$ cat src/rtl/pipeline_join_masked_if.sv
// Handshake bundle for pipeline_join_masked: per-lane input streams plus the
// single joined output stream. The join block sits on the slave modport.
interface pipeline_join_masked_if #(
  parameter int WORD_WIDTH  = 8,
  parameter int INPUT_COUNT = 4
);
  localparam int TOTAL_WIDTH = WORD_WIDTH * INPUT_COUNT;

  logic [INPUT_COUNT-1:0] input_valid;
  logic [INPUT_COUNT-1:0] input_ready;
  logic [TOTAL_WIDTH-1:0] input_data;
  logic                   output_valid;
  logic                   output_ready;
  logic [TOTAL_WIDTH-1:0] output_data;
  logic [INPUT_COUNT-1:0] output_mask;

  modport slave (
    input  input_valid,
    input  input_data,
    output input_ready,
    output output_valid,
    output output_data,
    output output_mask,
    input  output_ready
  );

  modport master (
    output input_valid,
    output input_data,
    input  input_ready,
    input  output_valid,
    input  output_data,
    input  output_mask,
    output output_ready
  );
endinterface

$ cat src/rtl/pipeline_join_masked.sv
// Masked N-way join: one FIFO per lane, a registered runtime lane mask and a
// registered output word that carries every enabled lane's head together.
module pipeline_join_masked #(
  parameter int WORD_WIDTH  = 8,
  parameter int INPUT_COUNT = 4,
  parameter int DEPTH       = 4,
  parameter int COUNT_WIDTH = 16
) (
  input  logic                   clock,
  input  logic                   clear,
  input  logic [INPUT_COUNT-1:0] lane_mask,
  input  logic [INPUT_COUNT-1:0] lane_flush,
  pipeline_join_masked_if.slave  bus,
  output logic [COUNT_WIDTH-1:0] join_count
);

  localparam int TOTAL_WIDTH = WORD_WIDTH * INPUT_COUNT;
  localparam int PTR_W       = $clog2(DEPTH);
  localparam int CNT_W       = PTR_W + 1;
  localparam logic [CNT_W-1:0] FULL_CNT = CNT_W'(DEPTH);

  logic                   run_q;
  logic [INPUT_COUNT-1:0] mask_q;
  logic [INPUT_COUNT-1:0] lane_ready;
  logic [INPUT_COUNT-1:0] lane_push;
  logic [INPUT_COUNT-1:0] lane_pop;
  logic [INPUT_COUNT-1:0] lane_avail;
  logic [TOTAL_WIDTH-1:0] join_data;
  logic                   fire;

  logic                   vld_p1;
  logic [TOTAL_WIDTH-1:0] data_p1;
  logic [INPUT_COUNT-1:0] mask_p1;
  logic [COUNT_WIDTH-1:0] join_count_q;

  // Stage p0: mask capture; run_q holds input_ready low until the first edge after clear
  always_ff @(posedge clock or posedge clear) begin
    if (clear) begin
      run_q  <= 1'b0;
      mask_q <= '0;
    end else begin
      run_q  <= 1'b1;
      mask_q <= lane_mask;
    end
  end

  // Stage p0: per-lane FIFOs
  for (genvar j = 0; j < INPUT_COUNT; j++) begin : g_lane
    logic [WORD_WIDTH-1:0] mem [DEPTH];
    logic [PTR_W-1:0]      rd_ptr;
    logic [PTR_W-1:0]      wr_ptr;
    logic [CNT_W-1:0]      count;

    // Ready looks only at registered occupancy, so a full FIFO refuses a push
    // even in a cycle where it also pops.
    assign lane_ready[j] = run_q & (count < FULL_CNT);
    assign lane_push[j]  = bus.input_valid[j] & lane_ready[j] & ~lane_flush[j];
    assign lane_avail[j] = ~mask_q[j] | ((count != '0) & ~lane_flush[j]);
    assign lane_pop[j]   = fire & mask_q[j];
    assign join_data[WORD_WIDTH*j +: WORD_WIDTH] = mask_q[j] ? mem[rd_ptr] : '0;

    always_ff @(posedge clock or posedge clear) begin
      if (clear) begin
        rd_ptr <= '0;
        wr_ptr <= '0;
        count  <= '0;
      end else if (lane_flush[j]) begin
        rd_ptr <= '0;
        wr_ptr <= '0;
        count  <= '0;
      end else begin
        if (lane_push[j]) wr_ptr <= wr_ptr + 1'b1;
        if (lane_pop[j])  rd_ptr <= rd_ptr + 1'b1;
        case ({lane_push[j], lane_pop[j]})
          2'b10:   count <= count + 1'b1;
          2'b01:   count <= count - 1'b1;
          default: count <= count;
        endcase
      end
    end

    always_ff @(posedge clock) begin
      if (lane_push[j]) mem[wr_ptr] <= bus.input_data[WORD_WIDTH*j +: WORD_WIDTH];
    end
  end

  // Masked-off lanes count as available; an all-zero mask never fires.
  assign fire = (|mask_q) & (&lane_avail) & (~vld_p1 | bus.output_ready);

  // Stage p1: output register and completed-join counter
  always_ff @(posedge clock or posedge clear) begin
    if (clear) begin
      vld_p1       <= 1'b0;
      data_p1      <= '0;
      mask_p1      <= '0;
      join_count_q <= '0;
    end else begin
      if (fire) begin
        vld_p1  <= 1'b1;
        data_p1 <= join_data;
        mask_p1 <= mask_q;
      end else if (bus.output_ready) begin
        vld_p1  <= 1'b0;
      end
      if (vld_p1 & bus.output_ready) join_count_q <= join_count_q + 1'b1;
    end
  end

  assign bus.input_ready  = lane_ready;
  assign bus.output_valid = vld_p1;
  assign bus.output_data  = data_p1;
  assign bus.output_mask  = mask_p1;
  assign join_count       = join_count_q;

endmodule

$ cat src/flat_wrapper.sv
// flat-port wrapper written by rule: the top's interface ports become plain ports
module pipeline_join_masked_flat 
#(
  parameter int WORD_WIDTH  = 8,
  parameter int INPUT_COUNT = 4,
  parameter int DEPTH       = 4,
  parameter int COUNT_WIDTH = 16
)
  (clock, clear, lane_mask, lane_flush, join_count, bus_input_valid, bus_input_data, bus_input_ready, bus_output_valid, bus_output_data, bus_output_mask, bus_output_ready);
  pipeline_join_masked_if #(.WORD_WIDTH(WORD_WIDTH), .INPUT_COUNT(INPUT_COUNT)) bus_i ();
  input  logic clock;
  input  logic clear;
  input  logic [INPUT_COUNT-1:0] lane_mask;
  input  logic [INPUT_COUNT-1:0] lane_flush;
  output logic [COUNT_WIDTH-1:0] join_count;
  input wire logic [$bits(bus_i.input_valid)-1:0] bus_input_valid;
  input wire logic [$bits(bus_i.input_data)-1:0] bus_input_data;
  output wire logic [$bits(bus_i.input_ready)-1:0] bus_input_ready;
  output wire logic [$bits(bus_i.output_valid)-1:0] bus_output_valid;
  output wire logic [$bits(bus_i.output_data)-1:0] bus_output_data;
  output wire logic [$bits(bus_i.output_mask)-1:0] bus_output_mask;
  input wire logic [$bits(bus_i.output_ready)-1:0] bus_output_ready;
  assign bus_i.input_valid = bus_input_valid;
  assign bus_i.input_data = bus_input_data;
  assign bus_input_ready = bus_i.input_ready;
  assign bus_output_valid = bus_i.output_valid;
  assign bus_output_data = bus_i.output_data;
  assign bus_output_mask = bus_i.output_mask;
  assign bus_i.output_ready = bus_output_ready;
  pipeline_join_masked #(.WORD_WIDTH(WORD_WIDTH), .INPUT_COUNT(INPUT_COUNT), .DEPTH(DEPTH), .COUNT_WIDTH(COUNT_WIDTH)) u_core (.clock(clock), .clear(clear), .lane_mask(lane_mask), .lane_flush(lane_flush), .bus(bus_i), .join_count(join_count));
endmodule
$ cat config.mk
export PLATFORM = sky130hd
export DESIGN_NAME = pipeline_join_masked_flat
export DESIGN_NICKNAME = d
export VERILOG_FILES = /design/src/rtl/pipeline_join_masked_if.sv /design/src/rtl/pipeline_join_masked.sv /design/src/flat_wrapper.sv
export SDC_FILE = /design/constraint.sdc
export NUM_CORES = 1
export LEC_CHECK = 0
export CORE_MARGIN = 4
export CORE_UTILIZATION = 41
export DETAILED_ROUTE_END_ITERATION = 7
export PLACE_DENSITY = 0.72
export SETUP_SLACK_MARGIN = 0.3
export SLEW_MARGIN = 20
export SYNTH_ARGS = -nofsm -noshare
export SYNTH_HDL_FRONTEND = slang
export SYNTH_SLANG_ARGS = --single-unit
$ cat constraint.sdc
create_clock -name clock -period 7.7 [get_ports clock]
set_input_delay 0.77 -clock clock [delete_from_list [all_inputs] [get_ports clock]]
set_output_delay 0.77 -clock clock [all_outputs]
set_load 0.02 [all_outputs]
-- Yosys cells after proc, flatten, opt, wreduce, memory -nomap -nowiden
Memory sizes are Yosys's and may differ from the RTL's.
Cells that the tools add are included.
- logic and storage cells: 145
- memory bits (writable): 128
- register bits: 86
- memories: 4
- output and inout port bits: 57
- input port bits: 47
- memories (memory ; depth ; bits a word ; read ports ; clocked after memory_dff ; write ports ; RTL line ; source):
    u_core.g_lane[0].mem ; 4 ; 8 ; 1 ; 0 ; 1 ; pipeline_join_masked.sv:49 ; logic [WORD_WIDTH-1:0] mem [DEPTH];
    u_core.g_lane[1].mem ; 4 ; 8 ; 1 ; 0 ; 1 ; pipeline_join_masked.sv:49 ;
    u_core.g_lane[2].mem ; 4 ; 8 ; 1 ; 0 ; 1 ; pipeline_join_masked.sv:49 ;
    u_core.g_lane[3].mem ; 4 ; 8 ; 1 ; 0 ; 1 ; pipeline_join_masked.sv:49 ;
- $add $sub $neg: 17
- reductions and logical operators: 19
- bitwise logic cells: 37
- muxes and demuxes: 38
- $lt $le $gt $ge: 4
- equal/unequal tests: 8
- operators with widths (cell ; count):
    2-bit two-way mux ; 16
    8-bit two-way mux ; 4
    3-bit case mux with 2 select lines ; 4
    3-bit nonzero test ; 8
    1-bit bitwise AND ; 23
    2-bit nonzero test ; 9
    16-bit by 1-bit adder with 16-bit output, second input constant ; 1
    2-bit by 1-bit adder with 2-bit output, second input constant ; 8
    3-bit by 1-bit adder with 3-bit output, second input constant ; 4
    3-bit less-than comparator, second input constant ; 4
    3-bit two-way mux ; 4
    3-bit by 1-bit subtractor with 3-bit output, second input constant ; 4
    1-bit two-way mux ; 10
    1-bit inverter ; 9
    2-bit by 1-bit equality test with 1-bit output, second input constant ; 4
    2-bit equality test, second input constant ; 4
    1-bit OR ; 5
    4-bit AND reduction ; 1
    4-bit OR reduction ; 1

-- Logic depth before layout (Yosys ltp)
Gate-level depths: netlist of run 1.
- depth in word-level cells: 10
- gate-level depth with buffers: 11
- mapped depth without buffers: 9

-- Least setup slack after synthesis of run 1
No wires, ideal clock.
- kind: input-to-reg
- start point: input lane_flush[2]
- end point: register u_core.g_lane[3].count[1]
- buffers on the path: 2
- data required time: 7.564 ns
- library setup time: 0.136 ns
- cell stages on the path: 11
- arrival: 2.788 ns
- setup slack: 4.776 ns
- cells stage by stage: buf_6 -> a22o_1 -> nor4_4 -> nand4_1 -> buf_2 -> nor2_1 -> fa_1 -> nand2_1 -> nor2_1 -> mux2i_1 -> o311ai_1
- longest elaborated chain between the ends: 10
- elaborated cells on any way between the ends: 12
- those cells by class: eq/ne: 2; mux: 2; bitwise: 6; reduce/logical: 2
- ends and longest elaborated chain (what ; RTL line ; source):
    start, declared ; flat_wrapper.sv:14 ; input logic [INPUT_COUNT-1:0] lane_flush;
    1-bit inverter (*) ; pipeline_join_masked.sv:58 ; assign lane_avail[j] = ~mask_q[j] | ((count != '0) & ~lane_flush[j]);
    1-bit bitwise AND (*) ; pipeline_join_masked.sv:58 ;
    1-bit OR (*) ; pipeline_join_masked.sv:58 ;
    4-bit AND reduction (*) ; pipeline_join_masked.sv:88 ; assign fire = (|mask_q) & (&lane_avail) & (~vld_p1 | bus.output_ready);
    1-bit bitwise AND (*) (2 in a row) ; pipeline_join_masked.sv:88 ;
    1-bit bitwise AND (*) ; pipeline_join_masked.sv:59 ; assign lane_pop[j] = fire & mask_q[j];
    2-bit by 1-bit equality test with 1-bit output / 2-bit equality test (equally long branches) ; pipeline_join_masked.sv:74 ; case ({lane_push[j], lane_pop[j]})
    3-bit case mux with 2 select lines ; pipeline_join_masked.sv:74 ;
    3-bit two-way mux ; pipeline_join_masked.sv:67 ; end else if (lane_flush[j]) begin
    end signal, assigned ; pipeline_join_masked.sv:75 ; 2'b10: count <= count + 1'b1;
    end signal, assigned ; pipeline_join_masked.sv:76 ; 2'b01: count <= count - 1'b1;
    end signal, assigned ; pipeline_join_masked.sv:77 ; default: count <= count;
    end, declared ; pipeline_join_masked.sv:52 ; logic [CNT_W-1:0] count;
Mark *: on every way between the ends. The rest lies on a longest branch, timed or not.
A chain may end at the register's enable or synchronous reset.

-- Final worst setup path of run 1
- start point: input lane_flush[2]
- end point: register u_core.g_lane[2].count[1]
- longest elaborated chain between the ends: 10
- elaborated cells on any way between the ends: 13
- those cells by class: eq/ne: 2; mux: 2; bitwise: 7; reduce/logical: 2
- ends and longest elaborated chain (what ; RTL line):
    1-bit inverter ; pipeline_join_masked.sv:57, pipeline_join_masked.sv:58
    1-bit bitwise AND ; pipeline_join_masked.sv:58
    1-bit OR ; pipeline_join_masked.sv:58
    4-bit AND reduction ; pipeline_join_masked.sv:88
    1-bit bitwise AND (2 in a row) ; pipeline_join_masked.sv:88
    1-bit bitwise AND ; pipeline_join_masked.sv:59
    2-bit by 1-bit equality test with 1-bit output / 2-bit equality test (equally long branches) ; pipeline_join_masked.sv:74
    3-bit case mux with 2 select lines ; pipeline_join_masked.sv:74
    3-bit two-way mux ; pipeline_join_masked.sv:67
    end signal, assigned ; pipeline_join_masked.sv:75
    end signal, assigned ; pipeline_join_masked.sv:76
    end signal, assigned ; pipeline_join_masked.sv:77
    end, declared ; pipeline_join_masked.sv:52
Parallel ways exist; a longest one is shown, timed or not.

==> results of run 1 <==
-- metrics by stage --
step           power, uW  std cells
6_report            2960        991
5_1_grt             3100        991
4_1_cts             3000        991
3_5_place_dp        1940        951
3_3_place_gp        1920        951
2_1_floorplan       1670        600
-- cell usage in the layout (no fill, tap or decap), types with 4 or more instances in the layout --
cell	n
and3_1	11
clkbuf_1	7
nor2_1	27
o21ai_1	26
clkbuf_16	23
clkinv_2	5
nand3_1	7
mux4_2	32
fa_1	4
nand4_1	10
nand2_1	95
edfxtp_1	128
and2_1	13
a21oi_1	8
or3_1	4
o21ai_0	12
inv_1	15
dfrtp_1	86
xnor2_1	20
clkdlybuf4s50_1	103
nor2b_1	5
ha_1	17
nor3_1	8
mux2i_1	6
nand2b_1	4
-- worst max path at each step --
stage                           endpoint  slack (ns)  cells after the start
3_5_place_dp   u_core.g_lane[2].count[1]        3.61                     10
6_report       u_core.g_lane[2].count[1]        4.07                     10
2_1_floorplan  u_core.bus.output_data[0]        4.71                      1
4_1_cts        u_core.g_lane[2].count[1]        4.12                     10
3_3_place_gp   u_core.g_lane[3].count[1]        3.89                     10
5_1_grt        u_core.g_lane[2].count[1]        3.82                     10
-- final cells by class --
cell class	count	area [um2]
Sequential cell	214	6000
Clock inverter	8	91.3
Clock buffer	32	629
Fill cell	1774	10300
Multi-Input combinational cell	341	2620
Inverter	16	61.3
Tap cell	275	344
Timing Repair Buffer	105	1050
-- critical path, stage by stage --
cell and delay (ns):
clkdlybuf4s50_1 0.59, a22o_1 0.31, nor4_4 0.46, nand4_1 0.51, nor2_1 0.34, fa_1 0.43, nand2b_1 0.11, nor2_1 0.06
mux2i_1 0.23, o311ai_1 0.17
-- per-layer routing --
layer | vias up | wire (um) | track usage [%]
met5 | - | 0 | 0
met4 | 0 | 282 | 3.36
met3 | 25 | 968 | 3.05
met2 | 122 | 8800 | 25.3
met1 | 2542 | 7060 | 18.5
li1 | 2379 | - | -
-- sequential cells by signal, indices dropped and copies added (netlist names) --
name,count
u_core.bus.output_valid,1
u_core.bus.output_data,32
u_core.mask_q,4
u_core.run_q,1
u_core.bus.output_mask,4
u_core.g_lane.mem,128
u_core.g_lane.count,12
u_core.g_lane.wr_ptr,8
u_core.join_count,16
u_core.g_lane.rd_ptr,8
-- cell usage after synthesis, types with 2 or more instances --
| library cell | instances |
|---|---|
| nor3b_1 | 2 |
| nand4_1 | 10 |
| or3_1 | 4 |
| nor2b_1 | 5 |
| o311ai_1 | 3 |
| clkbuf_1 | 20 |
| buf_2 | 5 |
| a21o_1 | 2 |
| xnor3_1 | 3 |
| nand3_1 | 8 |
| ha_1 | 17 |
| o21ai_1 | 26 |
| buf_1 | 2 |
| and3_1 | 11 |
| a21oi_1 | 8 |
| fa_1 | 4 |
| dfrtp_1 | 86 |
| nand2b_1 | 4 |
| nor3_1 | 8 |
| mux4_2 | 32 |
| nor2_1 | 27 |
| o211ai_1 | 2 |
| and2_1 | 13 |
| edfxtp_1 | 128 |
| inv_1 | 16 |
| buf_6 | 2 |
| nor4b_1 | 2 |
| a31oi_1 | 2 |
| or4_1 | 3 |
| o21ai_0 | 12 |
| nand2_1 | 95 |
| xnor2_1 | 20 |
| xor2_1 | 3 |
| mux2i_1 | 6 |
-- power breakdown --
part | leakage, uW | switching [uW] | internal, uW | total [uW]
registers | 0.00228 | 80.8 | 1330 | 1410
logic | 0.00146 | 259 | 243 | 502
clock network | 0.000352 | 418 | 634 | 1050
-- logic make-up after synthesis --
family / Yosys count / synth area share, %
AOI/OAI and AO/OA: 58 / 3.67
buffers and inverters: 45 / 2.16
DFF: 214 / 68.1
and+or+nand+nor: 196 / 10.7
xor gates and xnor gates: 26 / 3.06
muxes: 39 / 9.00
adders and majority gates: 21 / 3.33
other: 1 / 0.0426
==> impl_metrics.env, run 1 <==
export IMPL_viasPerCell=5.11
export IMPL_cts_resized_gates=0
export IMPL_synth_seq_cells=214
export IMPL_ys_warn_count=0
export IMPL_postLayoutCoreUtil_pct=51.2
export IMPL_cts_made_buffers=22
export IMPL_first_global_vias=5382
export IMPL_synth_nets=668
export IMPL_synth_top_area_share_pct=43.7
export IMPL_synth_area_leader_cell="edfxtp_1"
export IMPL_drv_slew=0
export IMPL_ys_flop_type="edfxtp_1"
export IMPL_core_region_area_um2=21100
export IMPL_reg2regPathDepth=9
export IMPL_rsz0062_at_grt="no"
export IMPL_setup_violations=0
export IMPL_fin_area_um2=10800
export IMPL_synth_area_per_cell_um2=14.7
export IMPL_drtIter0Drc=277
export IMPL_antenna_cells=0
export IMPL_ys_seq_area_share_pct=68.1
export IMPL_critPathLaunch="lane_flush[2]"
export IMPL_cts_buffer_depth=3
export IMPL_path_clk_slew_ns=0.06
export IMPL_fmax_mhz=276
export IMPL_start_kind="input port"
export IMPL_setup_slack_ns=4.07
export IMPL_ys_async_sr_fraction_pct=40.2
export IMPL_clock_latency_ns=0.50
export IMPL_finalClockSkew_ns=0.0102
export IMPL_postCtsHoldBufs=0
export IMPL_ir_worst_vdd_mv=0.129
export IMPL_max_slew_margin_rel_pct=36.9
export IMPL_grt_max_degree=74
export IMPL_routed_wl_mm=17.1
export IMPL_root_buffer="clkbuf_16"
export IMPL_portBuffers=103
export IMPL_hp_class="flip-flop to flip-flop"
export IMPL_area_growth_pct=22.6
export IMPL_whs_endpoint="u_core.join_count[15]"
export IMPL_status="finished, final reports clean"
export IMPL_max_cap_viol_count=0
export IMPL_first_pass_iters=4
export IMPL_critPathCaptureType="flip-flop"
export IMPL_power_density_nw_per_um2=274
export IMPL_post_dp_cell_area_um2=10100
export IMPL_worst_setup_path_type="input port to flip-flop"
export IMPL_final_hold_viol_count=0
export IMPL_worst_pin_slew_ns=0.946
export IMPL_layout_drive_gt1_share_pct=10.1
export IMPL_min_period_ns=3.63
export IMPL_die_height_um=155
export IMPL_syn_cell_area_um2=8800
export IMPL_period_share_pct=47.1
export IMPL_r2r_end="u_core.g_lane[2].count[1]"
export IMPL_worstPathMaxFanout=11
export IMPL_r2r_slack_ns=4.34
export IMPL_yosysUniqueCellTypes=43
export IMPL_hpwl_mm=12.0
export IMPL_syn_inst=600
export IMPL_min_path_cells=1
export IMPL_min_from="u_core.join_count[15]"
export IMPL_wl_per_cell_um=17.3
export IMPL_clock_sinks=214
export IMPL_initial_core_util_pct=41.8
export IMPL_dieArea_um2=23900
export IMPL_cp_data_arrival_time_ns=3.98
export IMPL_nets=768
export IMPL_vias=5068
export IMPL_crit_required_ns=8.05
export IMPL_antenna_found_initial=0
export IMPL_grt_pass1_wl_mm=28.2
export IMPL_synth_area_leaders="edfxtp_1 44%, dfrtp_1 24%, mux4_2 8.2%"
export IMPL_post_cts_buffers=0
export IMPL_die_width_um=155
export IMPL_pre_cts_ws_ns=3.61
export IMPL_synth_edff_count=128
export IMPL_p_leak_uw=0.00409
export IMPL_grtUsageTotal_pct=14.4
export IMPL_grt_ovfl_total=0
export IMPL_drtAntennaViolNets=0
export IMPL_final_setup_tns_ns=0
export IMPL_io_pins=104
export IMPL_cts_tree="done"
export IMPL_row_count=53
export IMPL_r2r_start="u_core.mask_q[1]"
export IMPL_drc=0
export IMPL_hold_slack_ns=0.465
export IMPL_gp_congestion=0.759
export IMPL_cts_htree_levels=1
No activity file was read; power rests on OpenSTA's default activity.
==> inputs of run 2 (changes only) <==
PLACE_DENSITY = 0.74   (was 0.72)
clock period = 3 ns   (was 7.7 ns; I/O delays follow)
==> run 2 against run 1 <==
Sequential share of layout area fell by 0.45 points; first-iteration DRC count fell by 18%; cell area rose by 0.83%; worst setup slack got worse by 3.6 ns; register-to-register slack got worse by 3.9 ns; via count fell by 1.6%; clock power rose by 150%; sequential cell count did not move; clock skew fell by 0.0010 ns; non-clock buffer count rose by 14; hold slack got worse by 0.33 ns.
==> impl_metrics.env, run 2 (synthesized netlist as in run 1, its figures left out) <==
export IMPL_fin_cells=1007
export IMPL_final_common_cell="edfxtp_1"
export IMPL_critPathCaptureType="flip-flop"
export IMPL_row_count=53
export IMPL_grt_ovfl_total=0
export IMPL_viasPerCell=4.95
export IMPL_start_kind="flip-flop"
export IMPL_final_hold_viol_count=0
export IMPL_cts_resized_gates=0
export IMPL_path_clk_slew_ns=0.06
export IMPL_core_region_area_um2=21100
export IMPL_grt_max_degree=63
export IMPL_area_growth_pct=23.6
export IMPL_grt_pass1_wl_mm=27.1
export IMPL_fmax_mhz=398
export IMPL_rsz0062_at_grt="no"
export IMPL_path_buf_inv=0
export IMPL_hp_class="input port to async pin"
export IMPL_antenna_cells=0
export IMPL_vias=4985
export IMPL_layout_drive_gt1_share_pct=11.7
export IMPL_postCtsHoldBufs=0
export IMPL_clock_sinks=214
export IMPL_first_pass_iters=6
export IMPL_drtAntennaViolNets=0
export IMPL_root_buffer="clkbuf_16"
export IMPL_period_share_pct=83.8
export IMPL_power_density_nw_per_um2=689
export IMPL_max_cap_viol_count=0
export IMPL_clock_latency_ns=0.50
export IMPL_post_dp_cell_area_um2=10200
export IMPL_drtIter0Drc=227
export IMPL_post_cts_buffers=0
export IMPL_largest_register="u_core.g_lane.mem"
export IMPL_layout_common_cells="128 x edfxtp_1, 103 x clkdlybuf4s50_1, 95 x nand2_1, 85 x dfrtp_1, 32 x mux4_2"
export IMPL_first_global_vias=5155
export IMPL_cts_made_buffers=23
export IMPL_worstPathMaxFanout=11
export IMPL_finalClockSkew_ns=0.00924
export IMPL_min_period_ns=2.52
export IMPL_worst_pin_slew_ns=0.594
export IMPL_cts_htree_levels=1
export IMPL_cts_tree="done"
export IMPL_drv_slew=0
export IMPL_die_height_um=155
export IMPL_grtUsageTotal_pct=14.1
export IMPL_crit_chain="o21ai_1, nand4_1, nor2_1, fa_1, or4_1, a31oi_1"
export IMPL_drc=0
export IMPL_hpwl_mm=11.5
export IMPL_p_leak_uw=0.00414
export IMPL_ir_worst_vdd_mv=0.421
export IMPL_crit_required_ns=3.42
export IMPL_worst_setup_path_type="flip-flop to flip-flop"
export IMPL_cts_buffer_depth=3
export IMPL_initial_core_util_pct=41.8
export IMPL_antenna_found_initial=0
export IMPL_wl_per_cell_um=16.5
export IMPL_crit_family="simple AND/OR/NAND/NOR gates"
export IMPL_cpPeakStageDelay_ns=0.65
export IMPL_fin_area_um2=10900
export IMPL_die_width_um=155
export IMPL_postLayoutCoreUtil_pct=51.6
export IMPL_max_slew_margin_rel_pct=60.4
export IMPL_dp_cells=965
export IMPL_gp_congestion=0.761
export IMPL_hold_slack_ns=0.131
export IMPL_largest_reg_flops=128
export IMPL_setup_violations=0
export IMPL_portBuffers=103
export IMPL_cp_data_arrival_time_ns=2.94
export IMPL_final_setup_tns_ns=0
export IMPL_io_pins=104
export IMPL_dieArea_um2=23900
export IMPL_cpMaxStageDelayCell="dfrtp_1"
export IMPL_nets=783
export IMPL_routed_wl_mm=16.6
export IMPL_status="finished, final reports clean"
run 2: cell types whose count changed in the layout (fill, tap and decap cells not counted), sizes merged:
cell / before / now
buf: 2 / 16
clkinv: 6 / 8
bufinv: 2 / 1
inv: 15 / 16
run 2: worst paths after layout:
check                                       from                   endpoint  slack, ns  cells past startpoint
max in group asynchronous                  clear           u_core.mask_q[2]       2.17                      3
max reg2reg                     u_core.mask_q[0]  u_core.g_lane[2].count[2]       0.48                      6
min in group clock                  lane_mask[0]           u_core.mask_q[0]       0.23                      1
min reg2reg                u_core.join_count[15]      u_core.join_count[15]       0.47                      1
max                             u_core.mask_q[0]  u_core.g_lane[2].count[2]       0.48                      6
min                                        clear  u_core.bus.output_data[9]       0.13                      2
run 2: per-layer routing:
metal	global-route usage (%)	share of wire, %	vias up
met4	3.45	2.2	0
met1	19.4	44	2443
li1	-	-	2404
met5	0	0	-
met3	2.69	5.0	24
met2	23.3	49	114
run 2: through the flow:
step | total power, uW | worst slack (ns)
floorplan | 4280 | 0.318
global placement | 4960 | 0.334
detailed placement | 4990 | 0.232
CTS | 7600 | 0.408
global route | 7870 | 0.312
finish | 7500 | 0.485
run 2: final cells by class:
type	count	area (um2)
multi-input combinational	341	2620
fill	1763	10200
tap	275	344
sequential	214	6000
timing repair buffer	119	1160
clock inverter	10	82.6
clock buffer	32	609
inverter	16	61.3
run 2: worst reg2reg max path: cells and delay by family, from the launching register on:
kind / cells / cell delay, ns
AO/OA/AOI/OAI: 2 / 0.49
adder cells (fa/ha/maj): 1 / 0.47
flip-flops: 1 / 0.65
AND/OR/NAND/NOR: 3 / 0.82
run 2: report_power, final:
part	internal, uW	switching, uW	total (uW)
logic	642	667	1310
registers	3400	200	3600
clock network	1510	1080	2590
total	5560	1950	7500
